<file path="src/rtl/md5_msg_padder.sv">
// MD5 message padder: packs a byte stream into 512-bit blocks, appends 0x80,
// zero fill and the 64-bit little-endian bit length, and hands blocks downstream.
module md5_msg_padder #(
  parameter int LEN_BITS = 64
) (
  input  logic         clk,
  input  logic         reset,
  input  logic [7:0]   s_data,
  input  logic         s_valid,
  input  logic         s_last,
  output logic         s_ready,
  output logic [511:0] block_data,
  output logic         block_valid,
  output logic         block_last,
  input  logic         block_ready,
  output logic         busy
);

  typedef enum logic [1:0] {
    FILL = 2'd0,
    PAD  = 2'd1,
    EMIT = 2'd2
  } state_t;

  state_t              state;
  logic [6:0]          byte_cnt;
  logic [LEN_BITS-1:0] bit_len;
  logic                len_pending;
  logic                pad_pending;
  logic                in_msg;
  logic [63:0]         len64;
  logic                accept;
  logic                handshake;

  // Length field is always 64 bits wide; bits above LEN_BITS read as zero.
  always_comb begin
    len64 = '0;
    len64[LEN_BITS-1:0] = bit_len;
  end

  assign s_ready   = (state == FILL) && !reset;
  assign accept    = s_valid && s_ready;
  assign handshake = (state == EMIT) && block_valid && block_ready;
  assign busy      = in_msg;

  // Each byte lane owns its own register and decides its next value locally.
  for (genvar gi = 0; gi < 64; gi++) begin : g_byte
    localparam logic [6:0] IDX      = 7'(gi);
    localparam bit         IN_LEN   = (gi >= 56);
    localparam bit         IS_FIRST = (gi == 0);

    logic [7:0] len_byte;
    logic [7:0] nx;
    logic [7:0] data;
    logic       we;

    if (gi >= 56) begin : g_len
      assign len_byte = len64[8*(gi-56) +: 8];
    end else begin : g_msg
      assign len_byte = 8'h00;
    end

    always_comb begin
      we = 1'b0;
      nx = 8'h00;
      case (state)
        FILL: begin
          if (accept && (byte_cnt == IDX)) begin
            we = 1'b1;
            nx = s_data;
          end
        end
        PAD: begin
          // byte_cnt holds the first free position; 64 means no room at all.
          if (byte_cnt == IDX) begin
            we = 1'b1;
            nx = 8'h80;
          end else if (byte_cnt < IDX) begin
            we = 1'b1;
            nx = (IN_LEN && (byte_cnt <= 7'd55)) ? len_byte : 8'h00;
          end
        end
        EMIT: begin
          if (handshake) begin
            we = 1'b1;
            if (IN_LEN && (len_pending || pad_pending)) begin
              nx = len_byte;
            end else if (IS_FIRST && pad_pending) begin
              nx = 8'h80;
            end
          end
        end
        default: begin
          we = 1'b0;
          nx = 8'h00;
        end
      endcase
    end

    always_ff @(posedge clk or posedge reset) begin
      if (reset) begin
        data <= 8'h00;
      end else if (we) begin
        data <= nx;
      end
    end

    assign block_data[8*gi +: 8] = data;
  end

  always_ff @(posedge clk or posedge reset) begin
    if (reset) begin
      state       <= FILL;
      byte_cnt    <= 7'd0;
      bit_len     <= '0;
      block_valid <= 1'b0;
      block_last  <= 1'b0;
      len_pending <= 1'b0;
      pad_pending <= 1'b0;
      in_msg      <= 1'b0;
    end else begin
      case (state)
        FILL: begin
          if (accept) begin
            bit_len <= bit_len + LEN_BITS'(8);
            in_msg  <= 1'b1;
            if (s_last) begin
              state    <= PAD;
              byte_cnt <= byte_cnt + 7'd1;
            end else if (byte_cnt == 7'd63) begin
              state       <= EMIT;
              byte_cnt    <= 7'd0;
              block_valid <= 1'b1;
              block_last  <= 1'b0;
            end else begin
              byte_cnt <= byte_cnt + 7'd1;
            end
          end
        end
        PAD: begin
          state       <= EMIT;
          byte_cnt    <= 7'd0;
          block_valid <= 1'b1;
          if (byte_cnt == 7'd64) begin
            pad_pending <= 1'b1;
            block_last  <= 1'b0;
          end else if (byte_cnt <= 7'd55) begin
            block_last <= 1'b1;
          end else begin
            len_pending <= 1'b1;
            block_last  <= 1'b0;
          end
        end
        EMIT: begin
          if (!block_valid) begin
            // One idle cycle separates a block from the trailer block behind it.
            block_valid <= 1'b1;
          end else if (block_ready) begin
            block_valid <= 1'b0;
            if (len_pending || pad_pending) begin
              len_pending <= 1'b0;
              pad_pending <= 1'b0;
              block_last  <= 1'b1;
            end else begin
              state      <= FILL;
              block_last <= 1'b0;
              if (block_last) begin
                bit_len <= '0;
                in_msg  <= 1'b0;
              end
            end
          end
        end
        default: begin
          state <= FILL;
        end
      endcase
    end
  end

endmodule

</file>
<file path="config.mk">
export PLATFORM = sky130hd
export DESIGN_NAME = md5_msg_padder
export DESIGN_NICKNAME = d
export VERILOG_FILES = /design/src/rtl/md5_msg_padder.sv
export SDC_FILE = /design/constraint.sdc
export NUM_CORES = 1
export LEC_CHECK = 0
export ABC_CLOCK_PERIOD_IN_PS = 18000
export BUFFER_PORTS_ARGS = -buffer_cell sky130_fd_sc_hd__buf_2
export CAP_MARGIN = 10
export CORE_ASPECT_RATIO = 0.8
export CORE_MARGIN = 4
export CORE_UTILIZATION = 29
export CTS_CLUSTER_SIZE = 24
export DETAILED_ROUTE_END_ITERATION = 10
export PLACE_DENSITY = 0.56
export SYNTH_ARGS = -nofsm -noshare
export SYNTH_HDL_FRONTEND = slang
export SYNTH_SLANG_ARGS = --single-unit
</file>
<file path="constraint.sdc">
create_clock -name clk -period 18 [get_ports clk]
set_clock_uncertainty 0.2 [all_clocks]
set_input_delay 2.7 -clock clk [delete_from_list [all_inputs] [get_ports clk]]
set_output_delay 2.7 -clock clk [all_outputs]
set_load 0.005 [all_outputs]
</file>
==> metrics.md, run 1 <==
| Metric | Value |
|---|---|
| CP Launch Type | input port |
| Wirelength, routed | 109000 um |
| Die height | about 270 um |
| Share of the synthesized area in the top cell type | 0.572 |
| Root Driver | clkbuf_16 |
| Total GRT Usage | 0.227 |
| H-tree depth | 2 |
| Hold Path Cell Cnt | 2 |
| Mapped Area | roughly 26000 sq um |
| Synthesized area per cell | slightly above 10 sq um |
| Number of cells upsized or downsized after cts | 0 |
| Placement Setup Slack | around 12 ns |
| Largest net degree at the start of global routing | 179 |
| RSZ-0062 raised after global routing | no |
| Synthesized Nets | approximately 2500 |
| CTS Buffer Depth | 3 |
| Detail Placement HPWL | approximately 77000 um |
| Period minus WS final | about 6 ns |
| Cts-stage hold buffer count | 0 |
| I/O pin count | 529 |
| Max_cap viols | 0 |
| Post-Synthesis Cells | 2479 |
| Slew margin rel. | 0.209 |
| Layout cells sized above 1 | 0.276 |
| Commonest cells post-synth | dfrtp_1, nand2_1, o21ai_0 |
| Yosys Warn Count | 0 |
| Port bufs | between 500 and 600 |
| Worst endpoint required time | 15.10 ns |
| Static leakage | 0.0150 uW |
| Max Clk Rate | ~170 MHz |
| Worst Tran Pin Value | ~1.2 ns |
| Min-Delay Endpoint | g_byte[26].data[7] |
| Crit path DAT | slightly above 3 ns |
| Total iterations of the first detailed-routing run | 6 |
| 1st-iter DRT viols | approximately 2100 |
| Vias in the first global route | roughly 22000 |
| Core Area | around 88000 sq um |
| Via density | around 5.4 |
| Setup TNS | 0 ns |
| Via count | 22600 |
| FP Rows | 97 |
| Yosys top cell by area | dfrtp_1 |
| Antenna Violating Nets Remaining | 0 |
| Metal3 WL | ~8700 um |
| Top post-synthesis cells by area | dfrtp_1, o21ai_0, nand2_1 |
| Remaining DRCs | 0 |
| Final setup margin | 12.03 ns |
| Crit end category | output pin |
| EDFF count, synth | 0 |
| Critical path startpoint | reset |
| Crit path max fanout | 6 |
| Post-CTS Setup Bufs | 0 |
| HP Class | register to register |
| Reg2Reg Setup Slack | about 13 ns |
| Met2 wire len | around 49000 um |
| CTS Buf Count | 61 |
| WL per Instance | 26.2 um |
| Placer Congestion | roughly 0.91 |
| Final hold slack | 0.259 ns |
| Crit Path Class | input port to output pin |
| VDD IR max | 0.0000756 V |
| Clock Latency Late Sink | 0.66 ns |
| Hold Vio Cnt, Final | 0 |
| Max Slew Vio Count | 0 |
| R2R Path Start | state[0] |
| Yosys reg bits | between 500 and 600 |
| Initial antenna violation count | 6 |
| Nets | 2950 |
| Synth Flop Type | dfrtp_1 |
| Die Footprint | slightly above 90000 sq um |
| Final period util | 0.332 |
| Sequential-to-total area share from yosys stat | 0.572 |
| CTS tree | built |
| Filler cells | roughly 9000 |
| Most common cell in the netlist | dfrtp_1 |
| Initial Util | 0.293 |
| Async S/R FF share, synth | 1.00 |
| Clock slew at reported path FFs | 0.06 ns |
| Endpoints failing setup | 0 |
| Grt total ovfl | 0 |
| Global-route wire length before repair | about 160000 um |
| Area delta synth->final | 23.2% |
| Die Wd | roughly 340 um |
| Worst reg2reg path depth | 8 |
| Outcome | finished clean |
| FF-to-FF End | busy |
| Cell Pwr Density | 131 nW/um^2 |
| CTS sink count | just under 600 |
| Hold_sp | g_byte[26].data[7] |
| M1 WL | roughly 46000 um |
| Post-synthesis cell type count | 76 |
| Top Metal Used | met5 |
[flip-flops by register name, summed over array words and instances, names as in the netlist]
signal and count:
state 2, g_byte.data 512, pad_pending 1, busy 1
byte_cnt 7, block_valid 1, len_pending 1, bit_len 61
block_last 1
[worst max-delay path by stage]
stage               depth (start not counted)          end
floorplan                                   6  bit_len[34]
global placement                            3      s_ready
detailed placement                          3      s_ready
CTS                                         3      s_ready
global route                                3      s_ready
finish                                      3      s_ready
[critical path, stage by stage]
cell,delay (ns)
buf_2,0.19
nor2_1,0.05
buf_2,0.13
[placed cells by master, fill, tap and decap left out, types with 20 or more instances in the layout]
cell type	count
clkbuf_16	61
inv_1	41
dfrtp_1	587
mux2_2	66
o31ai_1	31
nand2_1	401
nand3_1	81
nor2_1	71
nor4_1	20
a22o_1	78
nor3_1	26
o21ai_0	317
o22ai_1	26
buf_2	528
or3_1	22
o2bb2ai_1	106
a21oi_1	75
o211ai_1	27
a31o_2	29
buf_4	41
nand4_1	34
[through the flow]
step	total power, uW	cells	cell area (sq um)	util
6_report	4140	4163	31600	0.361
5_1_grt	4310	4162	31600	0.361
4_1_cts	4160	4162	31600	0.361
3_5_place_dp	2780	4052	29500	0.336
3_3_place_gp	2770	4052	29500	0.336
2_1_floorplan	2220	2479	25700	-
[final cells by class]
type,count,area (sq um),area share
Antenna cell,1,2.50,0.0000791
Clock buffer,80,1740,0.0549
Clock inverter,30,422,0.0133
Inverter,42,161,0.00510
Multi-Input combinational cell,1665,10200,0.321
Sequential cell,587,14700,0.464
Tap cell,1188,1490,0.0470
Timing Repair Buffer,570,2970,0.0939
[cells by family after synthesis]
logic type	synth area share
AND/OR/NAND/NOR	0.148
adder cells (fa/ha/maj)	0.00487
AO/OA/AOI/OAI	0.208
buffers and inverters	0.0356
multiplexers	0.0317
flip-flops	0.572
[routing by layer]
layer / GRT usage / vias up
met5: 0 / -
met1: 0.304 / 11400
met3: 0.0542 / 219
met2: 0.354 / 984
met4: 0.0916 / 4
li1: - / 9985
[report_power, final]
part	internal, uW	switching (uW)	total (uW)
Sequential	1380	47.4	1420
Combinational	302	1040	1340
Clock	796	578	1370
Note: power is estimated with default switching activity, not from simulation.
==> run 2, diff against run 1 <==
--- a/config.mk
+++ b/config.mk
@@ -5,7 +5,8 @@
 export SDC_FILE = /design/constraint.sdc
 export NUM_CORES = 1
 export LEC_CHECK = 0
-export ABC_CLOCK_PERIOD_IN_PS = 18000
+export ABC_AREA = 1
+export ABC_CLOCK_PERIOD_IN_PS = 4800
 export BUFFER_PORTS_ARGS = -buffer_cell sky130_fd_sc_hd__buf_2
 export CAP_MARGIN = 10
 export CORE_ASPECT_RATIO = 0.8
==> constraint.sdc (replaced) <==
create_clock -name clk -period 4.8 [get_ports clk]
set_clock_uncertainty 0.2 [all_clocks]
set_input_delay 0.72 -clock clk [delete_from_list [all_inputs] [get_ports clk]]
set_output_delay 0.72 -clock clk [all_outputs]
set_load 0.005 [all_outputs]
==> metrics.md, run 2 <==
| Metric | Value |
|---|---|
| Area delta synth->final | 24.5% |
| Critical path cell sequence | inv_1, ha_1, nand3_4, nand2_2, buf_4, inv_2, nor2_4, inv_2, nor2_1, nand2_1, o21ai_0 |
| Top Registers | g_byte.data: 512 flops, bit_len: 61 flops, byte_cnt: 7 flops |
| Outcome | finished clean |
| Biggest register | g_byte.data |
| Largest net degree at the start of global routing | 174 (-2.8%) |
| Mapped Area | 26500 sq um (+3.0%) |
| Die Wd | 346 um (+1.5%) |
| WL per Instance | 22.3 um (-15%) |
| Most frequent cells in the layout | nand2_1, dfrtp_1, buf_2, o21ai_0, nor2_1 |
| Crit end category | register |
| Sequential-to-total area share from yosys stat | 0.555 (-0.0167) |
| Most common cell in the netlist | nand2_1 |
| Fin area | 32900 sq um (+4.1%) |
| Nets | 3881 (+32%) |
| Buf/Inv on CP | 4 (+2) |
| Combinational share of power | 0.295 (-0.030) |
| Static leakage | 0.0173 uW (+15%) |
| Slew margin rel. | 0.234 (+0.0246) |
| Worst endpoint required time | 5.14 ns (-9.96 ns) |
| Grt total ovfl | 0 (unchanged) |
| Int Power | 10000 uW (+300%) |
| Top delay family on crit path | simple AND/OR/NAND/NOR gates |
| Placed inst area | 30500 sq um (+3.4%) |
| Commonest cells post-synth | nand2_1, dfrtp_1, o21ai_0 |
| Vias in the first global route | 24300 (+11%) |
| Post-synthesis cell type count | 40 (-47%) |
| Hold Vio Cnt, Final | 0 (unchanged) |
| Worst Tran Pin Value | 1.15 ns (-0.0260 ns) |
| H-tree depth | 3 (+1) |
| Crit Path Class | register to register |
| CTS tree | built |
| HP Class | input port to async pin |
| 1st-iter DRT viols | 2416 (+14%) |
| Clock power frac | 0.346 (+0.014) |
| Top post-synthesis cells by area | dfrtp_1, nand2_1, o21ai_0 |
| Max Clk Rate | between 200 and 300 MHz |
| Share of the synthesized area in the top cell type | 0.555 (-0.0167) |
| Synth Flop Type | dfrtp_1 |
| CTS Buf Count | 70 (+15%) |
| Initial Util | 0.294 (+0.00126) |
| Cell Pwr Density | 504 nW/um^2 (+280%) |
| Core Area | 89900 sq um (+2.6%) |
| Endpoints failing setup | 0 (unchanged) |
| Cts-stage hold buffer count | 0 (unchanged) |
| Post-Synthesis Cells | 3331 (+34%) |
| CTS Buffer Depth | 3 (unchanged) |
| Antenna Violating Nets Remaining | 0 (unchanged) |
| Most common cell after layout, fill and taps aside | nand2_1 |
| Crit path largest cell delay | 0.61 ns (+0.42 ns) |
| Tot Pwr | 16600 uW (+300%) |
| Critical path's slowest cell | nor2_4 |
| Post-CTS Setup Bufs | 0 (unchanged) |
| Clock Latency Late Sink | 0.63 ns (-0.03 ns) |
| Port bufs | 528 (unchanged) |
| Placer Congestion | 0.977 (+7.5%) |
| Flop pwr share | 0.359 (+0.015) |
| RSZ-0062 raised after global routing | no |
| VDD IR max | 0.000223 V (+190%) |
| CP most frequent cell | inv_2 |
| Detail Placement HPWL | 83100 um (+7.9%) |
| Period minus WS final | just under 4 ns |
| Total GRT Usage | 0.230 (+0.00341) |
| Max Slew Vio Count | 0 (unchanged) |
| Yosys Warn Count | 0 (unchanged) |
| Max reg flops | 512 (unchanged) |
| Remaining DRCs | 0 (unchanged) |
| Crit path DAT | 4.24 ns (+1.17 ns) |
| Clock slew at reported path FFs | 0.06 ns (about the same) |
| Final period util | 0.813 |
| Filler cells | 9535 (+5.1%) |
| Crit path max fanout | 25 (+19) |
| Max_cap viols | 0 (unchanged) |
| Via density | 4.96 (-8.8%) |
| Number of cells upsized or downsized after cts | 0 (unchanged) |
| Root Driver | clkbuf_16 |
| Global-route wire length before repair | 168000 um (+5.7%) |
| Layout cells sized above 1 | 0.189 (-0.0868) |
| Yosys top cell by area | dfrtp_1 |
| Sw power | 6590 uW (+290%) |
| Die height | 278 um (+1.4%) |
| Yosys reg bits | 587 (unchanged) |
| CTS sink count | 587 (unchanged) |
| I/O pin count | 529 (unchanged) |
| Async S/R FF share, synth | 1.00 (unchanged) |
| Wirelength, routed | 114000 um (+4.4%) |
| CP Launch Type | register |
| Synthesized area per cell | 7.94 sq um (-23%) |
| FP Rows | 98 (+1.0%) |
| Via count | 25400 (+12%) |
| Final hold slack | 0.184 ns (-0.0751 ns) |
| Synthesized Nets | 3354 (+34%) |
| Initial antenna violation count | 6 (unchanged) |
| Die Footprint | 96100 sq um (+2.9%) |
| EDFF count, synth | 0 (unchanged) |
| Net Sw Frac | 0.397 (-0.00582) |
| Total iterations of the first detailed-routing run | 8 (+2) |
-- run 2: logic make-up (layout without fill, tap and decap cells) --
kind of cell / count (synthesis) / after routing / synth area share
AOI/OAI and AO/OA: 473 / 473 / 0.0913
xor gates and xnor gates: 20 / 20 / 0.00662
buffers and inverters: 274 / 852 / 0.0413
adders and majority gates: 10 / 10 / 0.00473
other: 0 / 2 / 0
and+or+nand+nor: 1967 / 1967 / 0.301
DFF: 587 / 587 / 0.555
-- run 2: power groups by stage --
stage,clock network (uW),registers [uW],logic [uW]
2_1_floorplan,0,5880,2710
3_3_place_gp,0,6020,4880
3_5_place_dp,0,6030,4890
4_1_cts,5860,5950,4900
5_1_grt,6060,6010,5360
6_report,5750,5960,4890
-- run 2: worst paths after layout --
kind | start | endpoint | slack, ns | cells past startpoint
max in group asynchronous | reset | g_byte[0].data[4] | 2.05 | 5
worst max register to register | state[1] | g_byte[9].data[7] | 0.90 | 11
worst min-delay path | reset | g_byte[21].data[4] | 0.18 | 3
min in group clk | s_last | state[0] | 0.22 | 3
worst max-delay path | state[1] | g_byte[9].data[7] | 0.90 | 11
worst min register to register | g_byte[33].data[2] | g_byte[33].data[2] | 0.26 | 2
-- run 2: cell type report --
class / count / area, sq um / area share
Multi-Input combinational cell: 2470 / 10700 / 0.325
Antenna cell: 2 / 5.00 / 0.000152
Inverter: 168 / 637 / 0.0193
Clock inverter: 25 / 400 / 0.0122
Tap cell: 1200 / 1500 / 0.0456
Timing Repair Buffer: 561 / 2940 / 0.0893
Sequential cell: 587 / 14700 / 0.446
Clock buffer: 98 / 2070 / 0.0629
-- run 2: worst register-to-register path, delay by kind of cell, from the launching register on --
kind / cells / cell delay (ns)
simple gates: 5 / 1.70
compound gates: 1 / 0.20
flops: 1 / 0.43
fa+ha+maj: 1 / 0.27
buf+inv: 4 / 1.03
-- run 2: through the flow --
stage / setup TNS [ns] / util / worst slack (ns) / instances
2_1_floorplan: -6328.78 / - / -6.78 / 3331
3_3_place_gp: 0 / 0.339 / 0.946 / 4985
3_5_place_dp: 0 / 0.339 / 0.864 / 4985
4_1_cts: 0 / 0.366 / 0.964 / 5108
5_1_grt: 0 / 0.366 / 0.687 / 5109
6_report: 0 / 0.366 / 0.896 / 5111
-- run 2: layer usage --
metal  wire length, um  track usage  vias up  part of all wire
li1                  -            -    11800                 -
met1             50600        0.323    12300              0.44
met2             49600        0.348     1115              0.43
met3              9840       0.0588      205             0.086
met4              4010       0.0735        2             0.035
met5                13            0        -           0.00011
==> run 3, diff against run 2 <==
--- a/config.mk
+++ b/config.mk
@@ -6,7 +6,7 @@
 export NUM_CORES = 1
 export LEC_CHECK = 0
 export ABC_AREA = 1
-export ABC_CLOCK_PERIOD_IN_PS = 4800
+export ABC_CLOCK_PERIOD_IN_PS = 3700
 export BUFFER_PORTS_ARGS = -buffer_cell sky130_fd_sc_hd__buf_2
 export CAP_MARGIN = 10
 export CORE_ASPECT_RATIO = 0.8
@@ -14,7 +14,7 @@
 export CORE_UTILIZATION = 29
 export CTS_CLUSTER_SIZE = 24
 export DETAILED_ROUTE_END_ITERATION = 10
-export PLACE_DENSITY = 0.56
+export PLACE_DENSITY = 0.54
 export SYNTH_ARGS = -nofsm -noshare
 export SYNTH_HDL_FRONTEND = slang
 export SYNTH_SLANG_ARGS = --single-unit
==> constraint.sdc (replaced) <==
create_clock -name clk -period 3.7 [get_ports clk]
set_clock_uncertainty 0.2 [all_clocks]
set_input_delay 0.555 -clock clk [delete_from_list [all_inputs] [get_ports clk]]
set_output_delay 0.555 -clock clk [all_outputs]
set_load 0.005 [all_outputs]
==> metrics.md, run 3 (synthesis gave the netlist of run 2 again) <==
| Metric | Value |
|---|---|
| Detail Placement HPWL | 85500 um (+2.9%) |
| Post-CTS Setup Bufs | 0 (unchanged) |
| Vias in the first global route | 24100 (-0.68%) |
| Int Power | 12800 uW (+28%) |
| Clock Latency Late Sink | 0.63 ns (about the same) |
| Hold Vio Cnt, Final | 0 (unchanged) |
| Most frequent cells in the layout | nand2_1, dfrtp_1, buf_2, o21ai_0, nor2_1 |
| Final setup margin | 0.560 ns (-0.335 ns) |
| Root Driver | clkbuf_16 |
| Grt total ovfl | 0 (unchanged) |
| Crit end category | register |
| Most common cell after layout, fill and taps aside | nand2_1 |
| Crit path DAT | 3.41 ns (-0.83 ns) |
| Antenna Violating Nets Remaining | 0 (unchanged) |
| Reg2Reg Setup Slack | 0.56 ns (-0.34 ns) |
| Slew margin rel. | 0.342 (+0.109) |
| Max Clk Rate | 318 MHz (+24%) |
| Biggest register | g_byte.data |
| Via density | 4.91 (-0.96%) |
| Sw power | 8630 uW (+31%) |
| I/O pin count | 529 (unchanged) |
| Worst reg2reg path depth | 9 (-2) |
| Placement Setup Slack | 0.617 ns (-0.247 ns) |
| Endpoints failing setup | 0 (unchanged) |
| Crit path max fanout | 15 (-40%) |
| Area of the multi-input gates | 10700 sq um (unchanged) |
| CTS Buf Count | 68 (-2.9%) |
| Crit Path Class | register to register |
| Net Sw Frac | 0.402 (+0.00539) |
| Outcome | finished clean |
| Flop pwr share | 0.360 (about the same) |
| Fin area | 33100 sq um (+0.41%) |
| Initial Util | 0.294 (unchanged) |
| Final hold slack | 0.0263 ns (-0.158 ns) |
| Die Wd | 346 um (unchanged) |
| Largest net degree at the start of global routing | 149 (-14%) |
| Final period util | 0.849 (+0.0352) |
| Placer Congestion | 0.973 (-0.43%) |
| Core Area | 89900 sq um (unchanged) |
| Max Slew Vio Count | 0 (unchanged) |
| CTS tree | built |
| HP Class | input port to async pin |
| Clock slew at reported path FFs | 0.06 ns (about the same) |
| CP Launch Type | register |
| RSZ-0062 raised after global routing | no |
| Cell Pwr Density | 649 nW/um^2 (+29%) |
| Port bufs | 528 (unchanged) |
| Wirelength, routed | 116000 um (+1.6%) |
| Total GRT Usage | 0.233 (+0.00283) |
| Static leakage | 0.0174 uW (+0.58%) |
| Die height | 278 um (unchanged) |
| CTS Buffer Depth | 3 (unchanged) |
| Total iterations of the first detailed-routing run | 5 (-3) |
| Worst Tran Pin Value | 0.986 ns (-0.163 ns) |
| Filler cells | 9531 (-0.042%) |
| FF/Latch Area | 14700 sq um (unchanged) |
| FP Rows | 98 (unchanged) |
| Die Footprint | 96100 sq um (unchanged) |
| Nets | 3908 (+0.70%) |
| H-tree depth | 3 (unchanged) |
| Combinational share of power | 0.306 (+0.011) |
| CTS sink count | 587 (unchanged) |
| R2R Path Start | byte_cnt[3] |
| Clock power frac | 0.335 (-0.011) |
| Worst endpoint required time | 3.97 ns (-1.17 ns) |
| WL per Instance | 22.5 um (+0.98%) |
| Final std cells w/o fill | 5140 (+0.57%) |
| Max reg flops | 512 (unchanged) |
| Post-Place Cells | 5015 (+0.60%) |
| VDD IR max | 0.000319 V (+43%) |
| Area delta synth->final | 25.0% |
| Period minus WS final | 3.14 ns (-0.765 ns) |
| Remaining DRCs | 0 (unchanged) |
| Initial antenna violation count | 1 (-5) |
| FF-to-FF End | g_byte[11].data[0] |
| Via count | 25200 (-0.40%) |
| Top Registers | g_byte.data: 512 flops, bit_len: 61 flops, byte_cnt: 7 flops |
| Global-route wire length before repair | 169000 um (+0.70%) |
| 1st-iter DRT viols | 2358 (-2.4%) |
| Layout cells sized above 1 | 0.193 (+0.00389) |
| Max_cap viols | 0 (unchanged) |
| Number of cells upsized or downsized after cts | 0 (unchanged) |
| Cts-stage hold buffer count | 0 (unchanged) |
| Placed inst area | 30700 sq um (+0.82%) |
-- run 3: cell count changes in the layout (fill, tap and decap cells not counted), sizes merged --
| cell | previous run | this run |
|---|---|---|
| bufinv | 9 | 7 |
| inv | 169 | 172 |
| buf | 560 | 590 |
| diode | 2 | 1 |
| clkinvlp | 6 | 3 |
| clkinv | 9 | 11 |
-- run 3: metal layers --
metal / vias to the layer above / global-route usage / share of wire / wire length (um)
li1: 11800 / - / - / -
met1: 12300 / 0.330 / 0.45 / 52400
met2: 943 / 0.353 / 0.44 / 50900
met3: 172 / 0.0526 / 0.075 / 8670
met4: 0 / 0.0781 / 0.034 / 3940
met5: - / 0 / 0 / 0
-- run 3: worst max-delay path by stage --
stage | slack [ns] | endpoint | start | cells after the start
global route | 0.35 | g_byte[11].data[3] | byte_cnt[3] | 9
CTS | 0.63 | g_byte[11].data[0] | byte_cnt[3] | 9
global placement | 0.60 | g_byte[27].data[7] | byte_cnt[3] | 9
floorplan | -7.71 | g_byte[60].data[7] | reset | 7
finish | 0.56 | g_byte[11].data[0] | byte_cnt[3] | 9
detailed placement | 0.62 | bit_len[40] | reset | 10
-- run 3: worst max-delay path, cell delays in order (launching register included) --
cell and delay, ns:
dfrtp_1 0.74, inv_1 0.20, nor2_1 0.49, nand2_1 0.38, nor2_1 0.23, nand2_1 0.20, nand3_1 0.15, nand2_1 0.20
nand2_1 0.12, o21ai_0 0.09
-- run 3: cell type report --
class / count / share of cell area
Antenna cell: 1 / 0.0000757
Clock buffer: 99 / 0.0595
Clock inverter: 25 / 0.0120
Inverter: 168 / 0.0193
Multi-Input combinational cell: 2470 / 0.323
Sequential cell: 587 / 0.444
Tap cell: 1200 / 0.0454
Timing Repair Buffer: 590 / 0.0962
-- run 3: power groups by stage --
stage	Combinational, uW	Clock [uW]	Sequential (uW)
6_report	6570	7180	7720
3_3_place_gp	6510	0	7830
3_5_place_dp	6520	0	7820
2_1_floorplan	3520	0	7630
4_1_cts	6540	7340	7720
5_1_grt	7130	7600	7800
-- run 3: through the flow --
step	setup TNS, ns	util	power [uW]
6_report	0	0.368	21500
5_1_grt	0	0.368	22500
4_1_cts	0	0.368	21600
3_5_place_dp	0	0.342	14300
3_3_place_gp	0	0.342	14300
2_1_floorplan	-7425.37	-	11100
